==> config.mk <==
export PLATFORM = sky130hd
export DESIGN_NAME = fifo_drain_arbiter
export DESIGN_NICKNAME = d
export VERILOG_FILES = /design/src/rtl/fifo_drain_arbiter.sv
export SDC_FILE = /design/constraint.sdc
export NUM_CORES = 1
export LEC_CHECK = 0
export BUFFER_PORTS_ARGS = -buffer_cell sky130_fd_sc_hd__buf_2
export CAP_MARGIN = 30
export CORE_ASPECT_RATIO = 1.75
export CORE_MARGIN = 8
export CORE_UTILIZATION = 25
export CTS_CLUSTER_DIAMETER = 80
export DETAILED_ROUTE_END_ITERATION = 8
export PLACE_DENSITY = 0.5
export RECOVER_POWER = 100
export SLEW_MARGIN = 20
export SYNTH_ARGS = -nofsm -noshare
export SYNTH_HDL_FRONTEND = slang
export SYNTH_SLANG_ARGS = --single-unit
==> constraint.sdc <==
create_clock -name clk -period 4 [get_ports clk]
set_input_delay 1.2 -clock clk [delete_from_list [all_inputs] [get_ports clk]]
set_output_delay 1.2 -clock clk [all_outputs]
set_load 0.01 [all_outputs]
==> src/rtl/fifo_drain_arbiter.sv <==
// Drains NUM_CH strobe-read channel FIFOs into one valid/ready word stream.
// Round-robin grant with optional half-full priority; one read strobe per grant.
module fifo_drain_arbiter #(
  parameter int NUM_CH     = 4,
  parameter int FIFO_WIDTH = 63,
  parameter int CH_BITS    = (NUM_CH > 1) ? $clog2(NUM_CH) : 1,
  parameter bit PRIO_HALF  = 1'b1,
  parameter int CNT_WIDTH  = 16
) (
  input  logic                         clk,
  input  logic                         reset_n,
  input  logic                         enable,
  input  logic [NUM_CH-1:0]            fifo_empty,
  input  logic [NUM_CH-1:0]            fifo_half,
  input  logic [NUM_CH*FIFO_WIDTH-1:0] fifo_data,
  output logic [NUM_CH-1:0]            read_n,
  output logic [FIFO_WIDTH-1:0]        word_out,
  output logic [CH_BITS-1:0]           word_ch,
  output logic                         word_parity,
  output logic                         word_valid,
  input  logic                         word_ready,
  output logic                         busy,
  output logic [CNT_WIDTH-1:0]         words_sent
);

  typedef enum logic [1:0] {IDLE, READ, SEND} state_t;

  localparam logic [NUM_CH-1:0] CH_ONE = NUM_CH'(1);

  state_t                 state_reg;
  logic [CH_BITS-1:0]     grant_reg;
  logic [CH_BITS-1:0]     rr_ptr_reg;
  logic [NUM_CH-1:0]      read_n_reg;
  logic [FIFO_WIDTH-1:0]  word_out_reg;
  logic [CH_BITS-1:0]     word_ch_reg;
  logic                   word_parity_reg;
  logic                   word_valid_reg;
  logic [CNT_WIDTH-1:0]   words_sent_reg;

  logic [NUM_CH-1:0]      req;
  logic [NUM_CH-1:0]      search_set;
  logic [NUM_CH-1:0]      grant_onehot;
  logic [CH_BITS-1:0]     grant_next;
  logic                   grant_found;
  logic [FIFO_WIDTH-1:0]  ch_data [NUM_CH];

  genvar gi;
  generate
    for (gi = 0; gi < NUM_CH; gi++) begin : g_ch
      assign ch_data[gi]      = fifo_data[gi*FIFO_WIDTH +: FIFO_WIDTH];
      assign grant_onehot[gi] = (grant_next == CH_BITS'(gi));
    end
  endgenerate

  // Half-full channels form the search set whenever any of them is requesting.
  always_comb begin
    int idx;
    idx         = 0;
    req         = ~fifo_empty;
    search_set  = (PRIO_HALF && (|(req & fifo_half))) ? (req & fifo_half) : req;
    grant_next  = '0;
    grant_found = 1'b0;
    for (int k = 0; k < NUM_CH; k++) begin
      idx = int'(rr_ptr_reg) + k;
      if (idx >= NUM_CH) idx = idx - NUM_CH;
      if (!grant_found && (|(search_set & (CH_ONE << idx)))) begin
        grant_found = 1'b1;
        grant_next  = CH_BITS'(idx);
      end
    end
  end

  always_ff @(posedge clk or negedge reset_n) begin
    if (!reset_n) begin
      state_reg       <= IDLE;
      grant_reg       <= '0;
      rr_ptr_reg      <= '0;
      read_n_reg      <= '1;
      word_out_reg    <= '0;
      word_ch_reg     <= '0;
      word_parity_reg <= 1'b0;
      word_valid_reg  <= 1'b0;
      words_sent_reg  <= '0;
    end else begin
      case (state_reg)
        IDLE: begin
          if (enable && grant_found) begin
            grant_reg  <= grant_next;
            read_n_reg <= ~grant_onehot;
            if (grant_next == CH_BITS'(NUM_CH - 1)) rr_ptr_reg <= '0;
            else                                    rr_ptr_reg <= grant_next + 1'b1;
            state_reg  <= READ;
          end
        end
        READ: begin
          // The FIFO presented the strobed word on the falling edge of this cycle.
          word_out_reg    <= ch_data[grant_reg];
          word_ch_reg     <= grant_reg;
          word_parity_reg <= ~(^{grant_reg, ch_data[grant_reg]});
          word_valid_reg  <= 1'b1;
          read_n_reg      <= '1;
          state_reg       <= SEND;
        end
        SEND: begin
          if (word_ready) begin
            word_valid_reg <= 1'b0;
            words_sent_reg <= words_sent_reg + 1'b1;
            state_reg      <= IDLE;
          end
        end
        default: begin
          read_n_reg     <= '1;
          word_valid_reg <= 1'b0;
          state_reg      <= IDLE;
        end
      endcase
    end
  end

  assign read_n      = read_n_reg;
  assign word_out    = word_out_reg;
  assign word_ch     = word_ch_reg;
  assign word_parity = word_parity_reg;
  assign word_valid  = word_valid_reg;
  assign words_sent  = words_sent_reg;
  assign busy        = (state_reg != IDLE);

endmodule

# Yosys cells after proc, flatten, opt, wreduce, memory -nomap -nowiden
# Index checks and enable logic that the tools add are counted.
[op_classes] add_sub_neg=9 n_lt_le_gt_ge=5 n_eq_ne=7 n_shift=4 n_mux=24 n_bitwise=11 n_reduce_logical=21
[op_table] op="32-bit two-way mux" count=4
[op_table] op="1-bit by 32-bit left shift with 4-bit output (first input constant)" count=4
[op_table] op="63-bit binary-select mux with 2-bit select" count=1
[op_table] op="63-bit two-way mux" count=2
[op_table] op="65-bit parity" count=1
[op_table] op="4-bit bitwise AND" count=5
[op_table] op="4-bit OR reduction" count=5
[op_table] op="16-bit by 1-bit adder with 16-bit output (second input constant)" count=1
[op_table] op="2-bit two-way mux" count=7
[op_table] op="3-bit >= comparator (second input constant)" count=4
[op_table] op="3-bit by 3-bit subtractor with 4-bit output (second input constant)" count=3
[op_table] op="2-bit AND reduction" count=5
[op_table] op="4-bit two-way mux" count=2
[op_table] op="4-bit NOT" count=2
[op_table] op="4-bit one-hot mux with 2 select lines" count=1
[op_table] op="2-bit by 2-bit adder with 3-bit output (second input constant)" count=2
[op_table] op="2-bit equality test (second input constant)" count=3
[op_table] op="2-bit one-hot mux with 3 select lines" count=1
[op_table] op="1-bit two-way mux" count=5
[op_table] op="2-bit by 1-bit equality test with 1-bit output (second input constant)" count=2
[op_table] op="1-bit logical AND" count=4
[op_table] op="2-bit zero test" count=2
[op_table] op="2-bit != test (second input constant)" count=2
[op_table] op="2-bit by 3-bit subtractor with 4-bit output (second input constant)" count=1
[op_table] op="8 further kinds" count=12
[totals] ff_bits=93 input_bits=264

# Logic depth before layout (Yosys ltp)
# Gate-level depths: netlist (run 1).
[depth] ltp_word=20 mapped_depth=12 ltp_nobuf=12

# Least setup slack after synthesis (run 1)
# OpenSTA, ideal clock, no wires.
[synth_timing] kind="in2reg" from="in fifo_empty[0]" to="reg read_n_reg[0] (netlist: read_n[0])" arrival_time_ns=3.049 required_time_ns=3.918 slack_ns=0.869 path_stages=9 cell_sequence="nand2b_1 a31oi_1 o32ai_1 a221oi_1 o21ai_0 a2bb2oi_1 ha_1 nor2_1 a211o_1"
[synth_via] elab_chain_cells=20 elab_cells_between_ends=33
[synth_rtl] element="from (decl)" line="13" source="input logic [NUM_CH-1:0] fifo_empty,"
[synth_rtl] element="4-bit NOT *" line="59" source="req = ~fifo_empty;"
[synth_rtl] element="4-bit bitwise AND" line="60" source="search_set = (PRIO_HALF && (|(req & fifo_half))) ? (req & fifo_half) : req;"
[synth_rtl] element="4-bit OR reduction" line="60"
[synth_rtl] element="4-bit two-way mux *" line="60"
[synth_rtl] element="4-bit bitwise AND" line="66" source="if (!grant_found && (|(search_set & (CH_ONE << idx)))) begin"
[synth_rtl] element="4-bit OR reduction" line="66"
[synth_rtl] element="1-bit two-way mux" line="66"
[synth_rtl] element="1-bit zero test" line="66"
[synth_rtl] element="(+4 left out)"
[synth_rtl] element="1-bit two-way mux" line="66"
[synth_rtl] element="1-bit zero test" line="66"
[synth_rtl] element="1-bit logical AND" line="66"
[synth_rtl] element="2-bit two-way mux" line="66"
[synth_rtl] element="2-bit zero test" line="51" source="assign grant_onehot[gi] = (grant_next == CH_BITS'(gi));"
[synth_rtl] element="4-bit NOT" line="89" source="read_n_reg <= ~grant_onehot;"
[synth_rtl] element="4-bit two-way mux" line="87" source="if (enable && grant_found) begin"
[synth_rtl] element="4-bit one-hot mux with 2 select lines" line="85" source="case (state_reg)"
[synth_rtl] element="to (signal assigned)" line="89"
[synth_rtl] element="to (decl)" line="33" source="logic [NUM_CH-1:0] read_n_reg;"
# Every way passes the cells marked *; elsewhere a longest branch is shown, timed or not. The select of a mux whose other input is x is not followed.
# A chain may end at the register's enable or synchronous reset.

# Worst setup path after layout (run 1)
[layout_timing] from="reg grant_reg[0]" to="reg word_parity_reg (netlist: word_parity)"
[layout_via] elab_chain_cells=6
[layout_rtl] element="from (decl)" line="31" source="logic [CH_BITS-1:0] grant_reg;"
[layout_rtl] element="from (signal assigned)" line="88" source="grant_reg <= grant_next;"
[layout_rtl] element="2-bit NOT with 3-bit output (implied by the code)" line="99" source="word_parity_reg <= ~(^{grant_reg, ch_data[grant_reg]});"
[layout_rtl] element="63-bit binary-select mux with 2-bit select" line="99"
[layout_rtl] element="63-bit two-way mux (implied by the code) (2 in a row)" line="99"
[layout_rtl] element="65-bit parity *" line="99"
[layout_rtl] element="1-bit NOT *" line="99"
[layout_rtl] element="to (signal assigned)" line="99"
[layout_rtl] element="to (decl)" line="36" source="logic word_parity_reg;"
# Marks and branches as above.

==> results of run 1 <==
power by group through the flow:
stage          clock [mW]  sequential [mW]  combinational [mW]
2_1_floorplan           0             1.81                4.21
3_3_place_gp            0             1.85                5.70
3_5_place_dp            0             1.87                5.71
4_1_cts              1.09             1.85                5.74
5_1_grt              1.12             1.94                5.97
6_report             1.04             1.84                5.44
worst max-delay path: stages, from the launching register on:
cell	delay, ps
dfrtp_2	890
buf_4	360
mux4_2	550
xor2_1	340
xnor2_1	150
xnor2_1	160
xnor2_1	260
xnor2_1	170
xnor2_1	140
a21oi_1	80
cells by family after synthesis:
| family | count (synthesis) |
|---|---|
| AOI/OAI and AO/OA | 32 |
| xor gates and xnor gates | 79 |
| adders and majority gates | 10 |
| buffers and inverters | 31 |
| DFF | 93 |
| muxes | 130 |
| and+or+nand+nor | 49 |
cell type report:
class	count	area (um^2)
fill	2441	15400
sequential	93	2340
inverter	6	22.5
antenna	1	2.50
timing repair buffer	358	1720
tap	308	385
multi-input combinational	300	3480
clock buffer	11	243
clock inverter	4	120
worst paths after layout:
| check | cells past startpoint | to | slack (ps) | from |
|---|---|---|---|---|
| worst max-delay path | 9 | word_parity | 670 | grant_reg[0] |
| worst min-delay path | 1 | words_sent[15] | 470 | words_sent[15] |
| worst max register to register | 9 | word_parity | 670 | grant_reg[0] |
| worst min register to register | 1 | words_sent[15] | 470 | words_sent[15] |
| max in group asynchronous | 2 | word_out[5] | 1320 | reset_n |
| min in group asynchronous | 1 | word_out[45] | 1060 | reset_n |
per-layer routing:
layer  track usage (%)  wire (um)  vias to the layer above
li1                  -          -                     2296
met1              15.9       8200                     2499
met2              26.9      12000                      174
met3              3.70       1260                       16
met4              4.94        304                        0
met5                 0          0                        -
stage by stage:
| stage | utilization (%) | hold WS, ps |
|---|---|---|
| floorplan | - | 507 |
| global placement | 34.0 | 460 |
| detailed placement | 34.0 | 461 |
| CTS | 35.6 | 471 |
| global route | 35.0 | 497 |
| finish | 35.0 | 467 |
layout by cell type, fill, tap and decap left out, types with 4 or more instances in the layout:
cell,n
nand3_1,6
a211o_1,4
xnor2_1,67
nand2_1,9
dfrtp_1,87
clkbuf_1,91
a31oi_1,5
dfstp_2,4
bufinv_16,4
ha_1,10
nand2b_1,9
a221oi_1,4
nor2_1,15
mux2_2,66
mux4_2,63
xor2_1,12
o32ai_1,4
buf_2,261
inv_1,6
clkbuf_16,9
==> results.sh, run 1 <==
export IMPL_violations="capacitance limit, slew limit"
export IMPL_tightest_slew_ps=2420
export IMPL_hold_class="flip-flop to flip-flop"
export IMPL_syn2layout_area_growth_pct=38.9
export IMPL_finalWirelength_mm=21.8
export IMPL_drv_slew=26
export IMPL_critPathLaunchType="flip-flop"
export IMPL_power_frac_comb_pct=65.3
export IMPL_synth_top_area_share_pct=37.2
export IMPL_crit_path_end_kind="flip-flop"
export IMPL_fin_tns_setup_ps=0
export IMPL_path_class="flip-flop to flip-flop"
export IMPL_grt_setup_unrepaired="no"
export IMPL_setup_slack_ps=669
export IMPL_synth_seq_area_share_pct=39.0
export IMPL_antenna_found_initial=0
export IMPL_grt_ovfl_total=0
export IMPL_ioPinCount=352
export IMPL_gp_congestion=0.787
export IMPL_ys_types=39
export IMPL_post_dp_hpwl_mm=18.1
export IMPL_cts_buffers=9
export IMPL_synthMuxAreaShare_pct=36.3
export IMPL_grt_pass1_vias=5619
export IMPL_synth_largest_area_cell="dfrtp_1"
export IMPL_drive_above_1_share_pct=54.1
export IMPL_p_leak_nw=3.61
export IMPL_switchingPower_mw=3.35
export IMPL_synth_compound_area_share_pct=4.10
export IMPL_dp_slack_ps=366
export IMPL_yosysWarnings=0
export IMPL_fin_skew_ps=8.09
export IMPL_htree_levels=3
export IMPL_p_total_mw=8.33
export IMPL_power_density_mw_per_mm2=1000
export IMPL_grt_max_degree=67
export IMPL_cts_buffer_depth=2
export IMPL_cp_arrival_ps=3450
export IMPL_max_freq_mhz=300
export IMPL_stdcell_count=1081
export IMPL_syn_nets=698
export IMPL_clock_latency_ps=350
export IMPL_dp_cells=1065
export IMPL_detail_route_wl_per_cell_um=20.2
export IMPL_start_util_pct=25.2
export IMPL_nets=1042
export IMPL_drc_errors=0
export IMPL_post_cts_buffers=0
export IMPL_clock_power_share_pct=12.5
export IMPL_stdcell_area_mm2=0.00831
export IMPL_synth_most_common_cell="dfrtp_1"
export IMPL_synth_flop_cell="dfrtp_1"
export IMPL_synth_area_leaders="dfrtp_1 (37%), mux4_2 (24%), mux2_2 (12%)"
export IMPL_period_share_pct=83.3
export IMPL_swShare_pct=40.2
export IMPL_grt_pass1_wl_mm=32.8
export IMPL_synth_top_family_by_area="multiplexers"
export IMPL_synth_area_mm2=0.00598
export IMPL_dpl_cell_area_mm2=0.00808
export IMPL_synth_common_cells="dfrtp_1 (89), xnor2_1 (67), mux2_2 (66)"
export IMPL_max_slew_margin_pct=-61.5
export IMPL_syn_mean_instance_area_um2=14.1
export IMPL_cts_reportedPaths_clkPinSlew_ps=60
export IMPL_drt_iter0_markers=189
export IMPL_vias_per_cell=4.61
export IMPL_cts_tree="done"
export IMPL_ant_nets=0
export IMPL_fp_dieArea_mm2=0.0293
export IMPL_core_area_mm2=0.0237
export IMPL_p_seq_share_pct=22.1
export IMPL_cts_resized=0
export IMPL_crit_path_max_fanout=21
export IMPL_period_needed_ps=3330
export IMPL_cts_num_sinks=93
export IMPL_largest_reg_flops=63
export IMPL_die_h_um=221
export IMPL_dr_pass1_iters=4
export IMPL_io_buffers=351
export IMPL_async_flop_share_pct=100
export IMPL_setup_viol=0
export IMPL_synth_edf_count=0
export IMPL_grtUsageTotal_pct=14.6
export IMPL_synth_xor_area_share_pct=11.6
export IMPL_synthAdderAreaFrac_pct=2.09
export IMPL_cap_violations=1
export IMPL_ir_worst_vdd_uv=599
export IMPL_internal_power_mw=4.98
export IMPL_ys_ff_latch=93
export IMPL_die_w_um=133
export IMPL_synthSimpleGateAreaFrac_pct=4.08
export IMPL_synthCells=424
export IMPL_cp_required_ps=4120
export IMPL_num_rows=75
export IMPL_holdBufCountCts=0
export IMPL_dr_total_vias=4985
export IMPL_hold_viol=0
export IMPL_cts_root_buf="clkbuf_16"
export IMPL_status="complete, but fails checks"
Note: power is estimated with default switching activity, not from simulation.
==> run 2: changes to the inputs <==
- PLACE_DENSITY: 0.5 -> 0.52
- clock period: 4 -> 2.9 ns (I/O delays scaled with it)
==> results.sh, run 2 (same netlist as run 1, synthesis figures left out) <==
export IMPL_hold_viol=0
export IMPL_gp_congestion=0.857
export IMPL_ioPinCount=352
export IMPL_detail_route_wl_per_cell_um=19.6
export IMPL_grt_max_degree=69
export IMPL_path_class="flip-flop to flip-flop"
export IMPL_dr_wl_met2_mm=11.9
export IMPL_period_share_pct=92.1
export IMPL_fin_tns_setup_ps=0
export IMPL_io_buffers=351
export IMPL_nets=1070
export IMPL_cp_top_family="XOR/XNOR gates"
export IMPL_power_frac_comb_pct=70.7
export IMPL_cts_tree="done"
export IMPL_cp_required_ps=3110
export IMPL_grt_pass1_vias=5713
export IMPL_drt_iter0_markers=187
export IMPL_period_needed_ps=2670
export IMPL_cpPeakStageDelay_ps=530
export IMPL_hold_class="flip-flop to flip-flop"
export IMPL_drc_errors=0
export IMPL_power_density_mw_per_mm2=1410
export IMPL_dp_cells=1092
export IMPL_met1Wirelength_mm=7.89
export IMPL_max_freq_mhz=374
export IMPL_largest_reg_flops=63
export IMPL_dr_pass1_iters=4
export IMPL_syn2layout_area_growth_pct=43.0
export IMPL_critPathLaunchType="flip-flop"
export IMPL_stdcell_count=1110
export IMPL_hp_start="words_sent[15]"
export IMPL_tightest_slew_ps=1200
export IMPL_htree_levels=3
export IMPL_grtUsageTotal_pct=14.4
export IMPL_cp_arrival_ps=2880
export IMPL_drv_slew=0
export IMPL_clock_latency_ps=350
export IMPL_grt_ovfl_total=0
export IMPL_fp_dieArea_mm2=0.0293
export IMPL_switchingPower_mw=4.85
export IMPL_worstReg2RegStart="grant_reg[0]"
export IMPL_p_seq_share_pct=19.2
export IMPL_fin_skew_ps=8.72
export IMPL_antenna_found_initial=1
export IMPL_mostFrequentLayoutCells="buf_2 (261), clkbuf_1 (89), dfrtp_1 (87)"
export IMPL_vias_per_cell=4.62
export IMPL_crit_path_end_kind="flip-flop"
export IMPL_die_h_um=221
export IMPL_clock_power_share_pct=10.1
export IMPL_ant_nets=0
export IMPL_crit_slowest_cell="dfrtp_4"
export IMPL_grt_pass1_wl_mm=32.5
export IMPL_post_dp_hpwl_mm=17.9
export IMPL_wl_met3_mm=1.48
export IMPL_cts_root_buf="clkbuf_16"
export IMPL_swShare_pct=40.3
export IMPL_die_w_um=133
export IMPL_cts_buffers=9
export IMPL_drive_above_1_share_pct=56.6
export IMPL_cts_num_sinks=93
export IMPL_p_leak_nw=3.77
export IMPL_cts_reportedPaths_clkPinSlew_ps=70
export IMPL_path_cells="buf_12, mux4_2, xnor2_1, buf_4, xnor2_1, xnor2_1, buf_4, xnor2_1, xnor2_1, xnor2_1, a21oi_1"
export IMPL_internal_power_mw=7.18
export IMPL_status="complete, no violations"
export IMPL_post_cts_buffers=0
export IMPL_final_common_cell="buf_2"
export IMPL_fin_util_pct=36.0
export IMPL_setup_slack_ps=228
export IMPL_cap_violations=0
export IMPL_num_rows=75
export IMPL_ir_worst_vdd_uv=796
export IMPL_finalWirelength_mm=21.8
export IMPL_cp_startpoint="grant_reg[0]"
export IMPL_crit_top_cell="xnor2_1"
export IMPL_dr_total_vias=5132
export IMPL_crit_path_max_fanout=13
export IMPL_timing_hold_ws_ps=479
export IMPL_core_area_mm2=0.0237
export IMPL_setup_viol=0
export IMPL_highest_layer="met4"
export IMPL_max_slew_margin_pct=19.8
export IMPL_cts_buffer_depth=2
export IMPL_grt_setup_unrepaired="no"
export IMPL_path_buf_inv=3
export IMPL_dp_slack_ps=-143
export IMPL_start_util_pct=25.2
-- run 2: timing repair --
| item | in CTS | in global routing |
|---|---|---|
| setup endpoints to repair | 0 | 1 |
| hold buffers | 0 | 0 |
| gates resized for setup | 0 | 6 |
-- run 2: power by group through the flow --
stage	sequential [mW]	combinational (mW)	clock, mW
after floorplan	2.50	5.80	0
after global placement	2.28	8.63	0
after detailed placement	2.31	8.65	0
after CTS	2.29	8.69	1.28
after global routing	2.39	9.12	1.33
final	2.31	8.50	1.21
-- run 2: final timing paths --
path                             endpoint  slack (ps)  depth (start not counted)
max in group asynchronous     word_out[4]         720                          2
min                        words_sent[15]         480                          1
max                           word_parity         230                         11
min in group asynchronous    word_out[52]         730                          1
min reg2reg                words_sent[15]         480                          1
max reg2reg                   word_parity         230                         11
-- run 2: metal layers --
layer	GRT usage (%)	up-vias
met2	26.1	206
met3	4.11	24
li1	-	2348
met1	15.2	2554
met5	0	-
met4	6.20	0
-- run 2: layout make-up --
| cell class | count | area, um^2 |
|---|---|---|
| fill | 2420 | 15200 |
| multi-input combinational | 300 | 3510 |
| sequential | 93 | 2340 |
| timing repair buffer | 386 | 2000 |
| tap | 308 | 385 |
| clock buffer | 9 | 225 |
| clock inverter | 7 | 71.3 |
| inverter | 6 | 22.5 |
| antenna | 1 | 2.50 |
-- run 2: through the flow --
| stage | cell area [um^2] | power, mW |
|---|---|---|
| floorplan | 5980 | 8.30 |
| detailed placement | 8320 | 11.0 |
| global route | 8550 | 12.8 |
| CTS | 8620 | 12.3 |
| global placement | 8320 | 10.9 |
| finish | 8550 | 12.0 |
